--- config.mk ---
export PLATFORM = sky130hd
export DESIGN_NAME = microwave_timer
export DESIGN_NICKNAME = d
export VERILOG_FILES = /design/src/rtl/microwave_timer.sv
export SDC_FILE = /design/constraint.sdc
export NUM_CORES = 1
export LEC_CHECK = 0
export CAP_MARGIN = 0
export CORE_AREA = 4 4 41 43
export DETAILED_ROUTE_END_ITERATION = 12
export DIE_AREA = 0 0 45 47
export GPL_TIMING_DRIVEN = 0
export SETUP_SLACK_MARGIN = 0.2
export SYNTH_ARGS = -nofsm -noshare
export SYNTH_HDL_FRONTEND = slang
export SYNTH_SLANG_ARGS = --single-unit
--- constraint.sdc ---
create_clock -name clk -period 1.2 [get_ports clk]
set_clock_uncertainty 0.05 [all_clocks]
set_input_delay 0.24 -clock clk [delete_from_list [all_inputs] [get_ports clk]]
set_output_delay 0.24 -clock clk [all_outputs]
set_load 0.005 [all_outputs]
--- src/rtl/microwave_timer.sv ---
// -----------------------------------------------------------------------------
// microwave_timer
//
// Cook-timer controller for a microwave oven. A start request latches a cook
// time and holds the power enable high while that time counts down, one unit
// per tick strobe. At expiry power drops and the block waits for the start
// switch to be released before it can be armed again.
//
// Ports
//   clk   in   1       system clock, rising edge
//   tick  in   1       count enable / time-unit strobe (ignored outside COOK)
//   r     in   1       run/start request, level sensitive
//   tin   in   TIME_W  cook time in ticks, 0 = no cooking
//   p     out  1       power enable, registered
//   rst   in   1       asynchronous active-low reset
//
// Build option
//   MWA_PAUSE_EN  when defined, releasing r during COOK pauses the count
//                 instead of aborting it; raising r again resumes it.
//
// States
//   IDLE  | waiting for r=1 with a non-zero cook time
//   COOK  | power on, counting down on tick
//   DONE  | time expired, power off, waiting for r=0
//   PAUSE | (MWA_PAUSE_EN only) power off, count held, waiting for r=1
// -----------------------------------------------------------------------------
module microwave_timer #(
    parameter int TIME_W = 4
) (
    input  logic              clk,
    input  logic              tick,
    input  logic              r,
    input  logic [TIME_W-1:0] tin,
    output logic              p,
    input  logic              rst
);

`ifdef MWA_PAUSE_EN
    typedef enum logic [1:0] {
        IDLE  = 2'd0,
        COOK  = 2'd1,
        DONE  = 2'd2,
        PAUSE = 2'd3
    } state_t;
`else
    typedef enum logic [1:0] {
        IDLE  = 2'd0,
        COOK  = 2'd1,
        DONE  = 2'd2
    } state_t;
`endif

    state_t            state;
    logic [TIME_W-1:0] cnt;

    always_ff @(posedge clk or negedge rst) begin
        if (!rst) begin
            state <= IDLE;
            cnt   <= '0;
            p     <= 1'b0;
        end else begin
            case (state)
                IDLE: begin
                    if (r && (tin != '0)) begin
                        state <= COOK;
                        cnt   <= tin;
                        p     <= 1'b1;
                    end else begin
                        cnt   <= '0;
                        p     <= 1'b0;
                    end
                end

                COOK: begin
                    if (!r) begin
`ifdef MWA_PAUSE_EN
                        // count is kept so the cook can resume where it stopped
                        state <= PAUSE;
                        p     <= 1'b0;
`else
                        state <= IDLE;
                        cnt   <= '0;
                        p     <= 1'b0;
`endif
                    end else if (tick) begin
                        // cnt<=1 rather than ==1 so a corrupted zero count can
                        // never wrap around and extend cooking
                        if (cnt <= TIME_W'(1)) begin
                            state <= DONE;
                            cnt   <= '0;
                            p     <= 1'b0;
                        end else begin
                            cnt   <= cnt - TIME_W'(1);
                            p     <= 1'b1;
                        end
                    end else begin
                        p     <= 1'b1;
                    end
                end

                DONE: begin
                    p <= 1'b0;
                    if (!r) begin
                        state <= IDLE;
                    end
                end

`ifdef MWA_PAUSE_EN
                PAUSE: begin
                    if (r) begin
                        state <= COOK;
                        p     <= 1'b1;
                    end else begin
                        p     <= 1'b0;
                    end
                end
`endif

                default: begin
                    state <= IDLE;
                    cnt   <= '0;
                    p     <= 1'b0;
                end
            endcase
        end
    end

endmodule

* Word level (Yosys, flattened, before mapping) *
Cells that the tools add are included.
W data, S select, Z words.

cells by class
  add/subtract/negate cells = 1
  multiply operators = 0
  div/mod/pow operators = 0
  $lt $le $gt $ge = 1
  equality and inequality tests = 6
  shift operators = 0
  mux-type cells = 16
  bitwise operators = 1
  reduce and logical (&&, ||, !) cells = 5

operator list
  cell                   number
  $mux W4                4
  $pmux W4 S3            1
  $mux W2                5
  $ne A3 B3 Y1 const B   2
  $pmux W2 S3            1
  $le A4 B1 Y1 const B   1
  $mux W1                4
  $ne A2 B2 Y1 const B   2
  $reduce_and A4 Y1      1
  $reduce_bool A4 Y1     1
  $sub A4 B1 Y4 const B  1
  $eq A2 B1 Y1 const B   1
  $eq A2 B2 Y1 const B   1
  $logic_not A2 Y1       1
  $pmux W1 S2            1
  $reduce_and A2 Y1      1
  $logic_and A1 B1 Y1    1
  $not A1 Y1             1

storage, ports and cells
  bits in registers = 7
  bits in latches = 0
  bits in writable memories = 0
  memory bits (read-only) = 0
  memories = 0

* Longest topological paths before layout *
Gate-level depths: netlist of the first run.

  word-level depth = 5
  gate-level depth with buffers = 5

* Least setup slack after synthesis of the first run *
Ideal clock, no wire load.

  path kind = register -> register
  start point = register cnt[0]
  end point = register cnt[3]
  library setup time = 87 ps
  arrival = 1143 ps
  setup slack = -80 ps
  cell stages (with the launch flop) = 6
  period minus slack after synthesis = 1280 ps
  cell sequence = dfrtp_1 -> inv_1 -> ha_1 -> nor2_1 -> o2111ai_1 -> o211ai_1

between the ends
  cells in the longest elaborated chain, start to end = 5
  elaborated cells on any way between the ends = 6

ends and longest elaborated chain
  element                                               line    RTL
  start: declaration                                    54      logic [TIME_W-1:0] cnt;
  start signal: assignment                              66      cnt <= tin;
  start signal: assignment                              93      cnt <= cnt - TIME_W'(1);
  $sub A4 B1 Y4 / $le A4 B1 Y1 (equally long branches)  93, 88
  $mux W4 *                                             88      if (cnt <= TIME_W'(1)) begin
  $mux W4 *                                             85      end else if (tick) begin
  $mux W4 *                                             75      if (!r) begin
  $pmux W4 S3 *                                         62      case (state)

Every way passes the cells marked *; elsewhere a longest branch is shown, timed or not. The select of a mux whose other input is x is not followed.
A chain may end at the register's enable or synchronous reset.

* Final worst setup path of the first run *
  start point = register cnt[0]
  end point = register state[1]

between the ends
  cells in the longest elaborated chain, start to end = 3

ends and longest elaborated chain
  element                      line  RTL
  $le A4 B1 Y1                 88
  $ne A3 B3 Y1 (no line)       n/a
  $reduce_and A4 Y1 (no line)  n/a
  end signal: assignment       81    state <= IDLE;
  end signal: assignment       89    state <= DONE;
  end signal: assignment       104   state <= IDLE;
  end: declaration             53    state_t state;

Every way passes these cells.

==> flow_metrics.env, run 1 <==
export IMPL_status="finished with violations"
export IMPL_violated_checks="negative setup slack"
export IMPL_post_place_ws_ns=-0.439
export IMPL_worst_path_max_delay_cell="sky130_fd_sc_hd__dfrtp_2"
export IMPL_clock_edge_transition_at_the_registers_on_the_reported_setup_and_hold_paths_ns=0.06
export IMPL_maxCapViolCount=0
export IMPL_max_slew_margin_pct=72.6
export IMPL_final_period_minus_worst_setup_slack_ns=1.27
export IMPL_globalplace_congestion=0.726
export IMPL_unrepaired_setup_endpoints_after_global_routing="true"
export IMPL_layout_setup_ws_ns=-0.0690
export IMPL_hpwl_um=752
export IMPL_critical_path_arrival_ns=1.36
export IMPL_totalPowerFinal_uw=843
export IMPL_antenna_found_initial=0
export IMPL_post_synth_num_cell_types=26
export IMPL_slowest_stage_delay_cp_ns=0.41
export IMPL_holdBufCountCts=0
export IMPL_synthDominantCellAreaShare_pct=38.7
export IMPL_drtIter0Drc=12
export IMPL_synth_net_count=58
export IMPL_post_synthesis_cell_area_um2=453
export IMPL_global_route_wire_length_before_repair_um=1880
export IMPL_io_pin_count=9
export IMPL_post_drt_wl_per_cell_um=13.9
export IMPL_globalRouteOverflowTotal=0
export IMPL_critPathKind="register to register"
export IMPL_floorplan_die_height_um=47
export IMPL_path_cells="inv_2, ha_4, nor2_4, buf_4, nor3_2, o21a_1"
export IMPL_endpoint_kind="register"
export IMPL_first_global_vias=423
export IMPL_cp_start_kind="register"
export IMPL_finalSetupViolCount=7
export IMPL_detailroute_via_count=446
export IMPL_critPathMaxFanout=4
export IMPL_synth_avg_cell_area_um2=9.44
export IMPL_yosysSeqAreaShare_pct=38.7
export IMPL_critical_path_startpoint="cnt[0]$_DFFE_PN0P_"
export IMPL_ys_seq_elements=7
export IMPL_antenna_diode_count=0
export IMPL_grt_max_degree=11
export IMPL_critical_path_top_delay_family="flip-flops"
export IMPL_final_layout_size_suffix_gt1_share_pct=35.4
export IMPL_placement_rows=13
export IMPL_total_count_of_hold_check_failures_in_the_final_report=0
export IMPL_area_leader_netlist="sky130_fd_sc_hd__dfrtp_1"
export IMPL_cts_num_sinks=7
export IMPL_yosysWarnings=0
export IMPL_nNetsFinal=76
export IMPL_tritoncts="built"
export IMPL_max_clock_path_buffers=2
export IMPL_area_growth_syn_to_layout_pct=47.5
export IMPL_die_width_um=45
export IMPL_cp_data_required_time_ns=1.29
export IMPL_worstSkewPairLatency_ns=0.26
export IMPL_pwr_density_cell_nw_per_um2=1260
export IMPL_max_freq_mhz=788
export IMPL_totalWireLength_um=1110
export IMPL_initial_core_util_pct=34.8
export IMPL_route_antenna_remaining_nets=0
export IMPL_final_core_utilization_pct=51.3
export IMPL_tns_setup_ns=-0.264
export IMPL_fp_dieArea_um2=2120
export IMPL_final_max_slew_viol_count=0
export IMPL_port_buffers=7
export IMPL_design_core_area_um2=1300
export IMPL_hp_class="primary input to asynchronous set/reset pin"
export IMPL_netlist_top_cells_area="sky130_fd_sc_hd__dfrtp_1, sky130_fd_sc_hd__ha_1, sky130_fd_sc_hd__and2b_1"
export IMPL_postSynthCellCount=48
export IMPL_worst_r2r_startpoint="cnt[0]$_DFFE_PN0P_"
export IMPL_crit_buf_inv=2
export IMPL_firstDrtPassIters=4
export IMPL_avgViaCountPerCell=5.58
export IMPL_cts_root_buffer="sky130_fd_sc_hd__clkbuf_4"
export IMPL_min_period_over_period_pct=106
export IMPL_max_slew_worst_pin_slew_ns=0.410
export IMPL_ir_worst_vdd_uv=585
export IMPL_total_routing_resource_utilization_after_global_routing_pct=13.2
export IMPL_number_of_buffers_added_by_the_clock_tree_synthesis_step=3
export IMPL_cts_htree_levels=1
export IMPL_power_leakage_uw=0.000278
export IMPL_most_common_layout_cells="sky130_fd_sc_hd__dfrtp_1, sky130_fd_sc_hd__buf_4"
export IMPL_route_detailed_drc=0
[worst register-to-register path: cells and delay by family, from the launching register on]
family / cells / cell delay [ns]
buffers and inverters: 2 / 0.20
flip-flops: 1 / 0.41
AND/OR/NAND/NOR: 2 / 0.17
adder cells (fa/ha/maj): 1 / 0.17
AO/OA/AOI/OAI: 1 / 0.16
[through the flow]
step	hold WS (ns)	area (µm²)	instances
floorplan	-0.106	482	48
global placement	0.481	571	70
detailed placement	0.484	571	70
CTS	0.210	631	79
global route	0.198	668	80
finish	0.199	668	80
[logic make-up after synthesis]
logic type	after synthesis	synth area share, %
adder cells (fa/ha/maj)	2	5.52
XOR/XNOR	1	1.93
AO/OA/AOI/OAI	14	22.7
buffers and inverters	4	3.59
flip-flops	7	38.7
AND/OR/NAND/NOR	20	27.6
[cells in the mapped netlist (all sizes together)]
library cell	count
buf	1
and2b	3
or2	1
o21a	1
ha	2
nor2b	1
a31oi	3
or4	1
nand4b	2
nor3	2
a21bo	1
a22o	1
xnor2	1
dfrtp	7
o21ai	3
nand2	3
nor2	3
o2111ai	1
inv	2
clkbuf	1
nand3b	2
a21o	1
and3b	2
o211ai	3
[sequential cells by signal, indices dropped and copies added (netlist names)]
name / count
state: 2
cnt: 4
p: 1
[path summary, 6_finish.rpt]
kind / endpoint / slack, ns / cells after the start
min in group clk: state[0]$_DFFE_PN0P_ / 0.35 / 2
max in group asynchronous: cnt[0]$_DFFE_PN0P_ / 0.62 / 1
min reg2reg: cnt[0]$_DFFE_PN0P_ / 0.51 / 1
max: state[1]$_DFFE_PN0P_ / -0.07 / 6
max reg2reg: state[1]$_DFFE_PN0P_ / -0.07 / 6
min: cnt[2]$_DFFE_PN0P_ / 0.20 / 1
[repair_timing]
item | CTS | global route
pin swaps | 6 | 5
resized for setup | 9 | 5
cloned | 0 | 0
setup buffers | 5 | 1
setup endpoints to repair | 8 | 8
[power breakdown]
group | leakage [µW] | switching, µW | internal (µW)
Sequential | 0.0000891 | 26.5 | 269
Clock | 0.0000150 | 93.7 | 127
Combinational | 0.000174 | 159 | 167
[cell type report]
| cell class | instances | area [µm²] |
|---|---|---|
| inverters | 2 | 7.51 |
| fillers | 127 | 633 |
| flip-flops and latches | 7 | 176 |
| clock buffers | 4 | 26.3 |
| repair buffers | 13 | 106 |
| multi-input cells | 37 | 324 |
| plain buffers | 2 | 8.76 |
| well taps | 15 | 18.8 |
[layer usage]
layer,global-route usage (%),routed length [µm]
met2,19.8,548
met5,0,0
met3,6.90,76
met1,15.2,470
met4,7.02,15
Note: power is estimated with default switching activity, not from simulation.
==> run 2: changes to the inputs <==
clock period = 1.46 ns   (was 1.2 ns; I/O delays follow)
==> flow_metrics.env, run 2 (synthesis gave the netlist of run 1 again) <==
export IMPL_total_count_of_hold_check_failures_in_the_final_report=0
export IMPL_global_route_wire_length_before_repair_um=1730
export IMPL_avgViaCountPerCell=5.60
export IMPL_status="complete, no violations"
export IMPL_cts_num_sinks=7
export IMPL_power_leakage_uw=0.000266
export IMPL_totalWireLength_um=1080
export IMPL_grt_met1_usage_pct=12.8
export IMPL_nNetsFinal=73
export IMPL_grt_max_degree=11
export IMPL_initial_core_util_pct=34.8
export IMPL_unrepaired_setup_endpoints_after_global_routing="true"
export IMPL_holdBufCountCts=0
export IMPL_nFillCells=136
export IMPL_first_global_vias=426
export IMPL_fp_dieArea_um2=2120
export IMPL_critical_path_arrival_ns=1.40
export IMPL_globalRouteMet3Util_pct=7.28
export IMPL_final_period_minus_worst_setup_slack_ns=1.28
export IMPL_critPathMaxFanout=6
export IMPL_design_core_area_um2=1300
export IMPL_critPathKind="primary input to register"
export IMPL_detailroute_via_count=431
export IMPL_top_regs="cnt x4, state x2, p x1"
export IMPL_antenna_found_initial=0
export IMPL_endpoint_kind="register"
export IMPL_clock_edge_transition_at_the_registers_on_the_reported_setup_and_hold_paths_ns=0.05
export IMPL_top_register="cnt"
export IMPL_drtIter0Drc=7
export IMPL_tritoncts="built"
export IMPL_cts_root_buffer="sky130_fd_sc_hd__clkbuf_4"
export IMPL_cts_htree_levels=1
export IMPL_most_congested_layer_reported_by_global_routing="met2"
export IMPL_maxCapViolCount=0
export IMPL_hpwl_um=737
export IMPL_antenna_diode_count=0
export IMPL_total_routing_resource_utilization_after_global_routing_pct=12.0
export IMPL_ir_worst_vdd_uv=739
export IMPL_area_sequential_um2=175
export IMPL_max_clock_path_buffers=2
export IMPL_layout_cells_most_common="sky130_fd_sc_hd__dfrtp_1"
export IMPL_die_width_um=45
export IMPL_firstDrtPassIters=4
export IMPL_final_layout_size_suffix_gt1_share_pct=30.6
export IMPL_total_cell_area_at_the_placement_stage_um2=544
export IMPL_number_of_buffers_added_by_the_clock_tree_synthesis_step=3
export IMPL_globalplace_congestion=0.757
export IMPL_tns_setup_ns=0
export IMPL_io_pin_count=9
export IMPL_floorplan_die_height_um=47
export IMPL_route_antenna_remaining_nets=0
export IMPL_max_slew_margin_pct=70.6
export IMPL_port_buffers=7
export IMPL_hp_class="primary input to asynchronous set/reset pin"
export IMPL_cp_start_kind="primary input"
export IMPL_globalRouteOverflowTotal=0
export IMPL_pwr_density_cell_nw_per_um2=1040
export IMPL_global_route_usage_met2_pct=18.4
export IMPL_most_common_layout_cells="sky130_fd_sc_hd__dfrtp_1, sky130_fd_sc_hd__buf_4, sky130_fd_sc_hd__dlygate4sd2_1"
export IMPL_area_growth_syn_to_layout_pct=42.0
export IMPL_cp_data_required_time_ns=1.58
export IMPL_post_drt_wl_per_cell_um=14.0
export IMPL_worstSkewPairLatency_ns=0.25
export IMPL_placement_rows=13
export IMPL_flip_flop_count_of_the_largest_register_after_layout=4
export IMPL_min_period_over_period_pct=88.0
export IMPL_max_slew_worst_pin_slew_ns=0.441
export IMPL_route_detailed_drc=0
export IMPL_max_freq_mhz=778
export IMPL_postLayoutCellArea_um2=643
export IMPL_multi_input_area_um2=317
export IMPL_final_max_slew_viol_count=0
export IMPL_finalSetupViolCount=0
[run 2: cell count changes in the layout (fill, tap and decap cells not counted)]
cell                            delta
sky130_fd_sc_hd__ha_4              -1
sky130_fd_sc_hd__dfrtp_1           +1
sky130_fd_sc_hd__buf_2             -2
sky130_fd_sc_hd__ha_2              +1
sky130_fd_sc_hd__dlygate4sd2_1     +1
sky130_fd_sc_hd__or2_4             +1
sky130_fd_sc_hd__or2_1             -1
sky130_fd_sc_hd__dfrtp_2           -1
sky130_fd_sc_hd__buf_4             -2
[run 2: power breakdown]
group / switching [µW] / internal, µW
Sequential: 25.0 / 220
Combinational: 121 / 129
Clock: 71.6 / 104
[run 2: per-stage QoR]
| step | std cells | power, µW | hold slack [ns] | worst slack, ns | utilization, % |
|---|---|---|---|---|---|
| floorplan | 48 | 364 | -0.0536 | 0.202 | - |
| global placement | 70 | 421 | 0.512 | -0.189 | 41.8 |
| detailed placement | 70 | 422 | 0.517 | -0.202 | 41.8 |
| CTS | 77 | 628 | 0.262 | 0.191 | 46.3 |
| global route | 77 | 723 | 0.259 | 0.118 | 49.4 |
| finish | 77 | 671 | 0.254 | 0.175 | 49.4 |
[run 2: area by class of cell]
cell class              count  area share (%)
plain buffers               2            1.75
clock buffers               4            4.09
multi-input cells          37            49.2
well taps                  15            2.92
inverters                   2            1.17
repair buffers             10            13.6
flip-flops and latches      7            27.2
[run 2: timing repair]
action | CTS | global route
setup endpoints to repair | 8 | 7
endpoints found under the hold margin | 0 | 0
buffers inserted | 3 | 0
resized for setup | 8 | 11
pin swaps | 5 | 5
[run 2: per-layer routing]
metal | wire length [µm] | up-vias
met2 | 567 | 15
met4 | 11 | 0
met3 | 85 | 2
met5 | 0 | -
met1 | 415 | 206
li1 | - | 208
[run 2: worst paths after layout]
path	slack [ns]	from	depth (start not counted)	end
min reg2reg	0.55	cnt[2]$_DFFE_PN0P_	1	cnt[2]$_DFFE_PN0P_
max in group asynchronous	0.85	rst	1	state[1]$_DFFE_PN0P_
min	0.25	rst	1	cnt[3]$_DFFE_PN0P_
min in group clk	0.42	tick	2	p$_DFF_PN0_
max reg2reg	0.20	cnt[3]$_DFFE_PN0P_	3	cnt[0]$_DFFE_PN0P_
max	0.18	r	4	cnt[0]$_DFFE_PN0P_
[run 2: critical path, stage by stage]
cell and delay, ns:
sky130_fd_sc_hd__clkdlybuf4s50_1 0.50, sky130_fd_sc_hd__and2b_2 0.26, sky130_fd_sc_hd__o2111ai_4 0.14, sky130_fd_sc_hd__o211ai_1 0.21
==> run 3: changes to the inputs <==
ABC_CLOCK_PERIOD_IN_PS = 1460   (was unset)
GPL_ROUTABILITY_DRIVEN = 0   (was unset)
==> results of run 3 <==
Same layout as run 2: the final DEF is identical, and so are final timing and power.
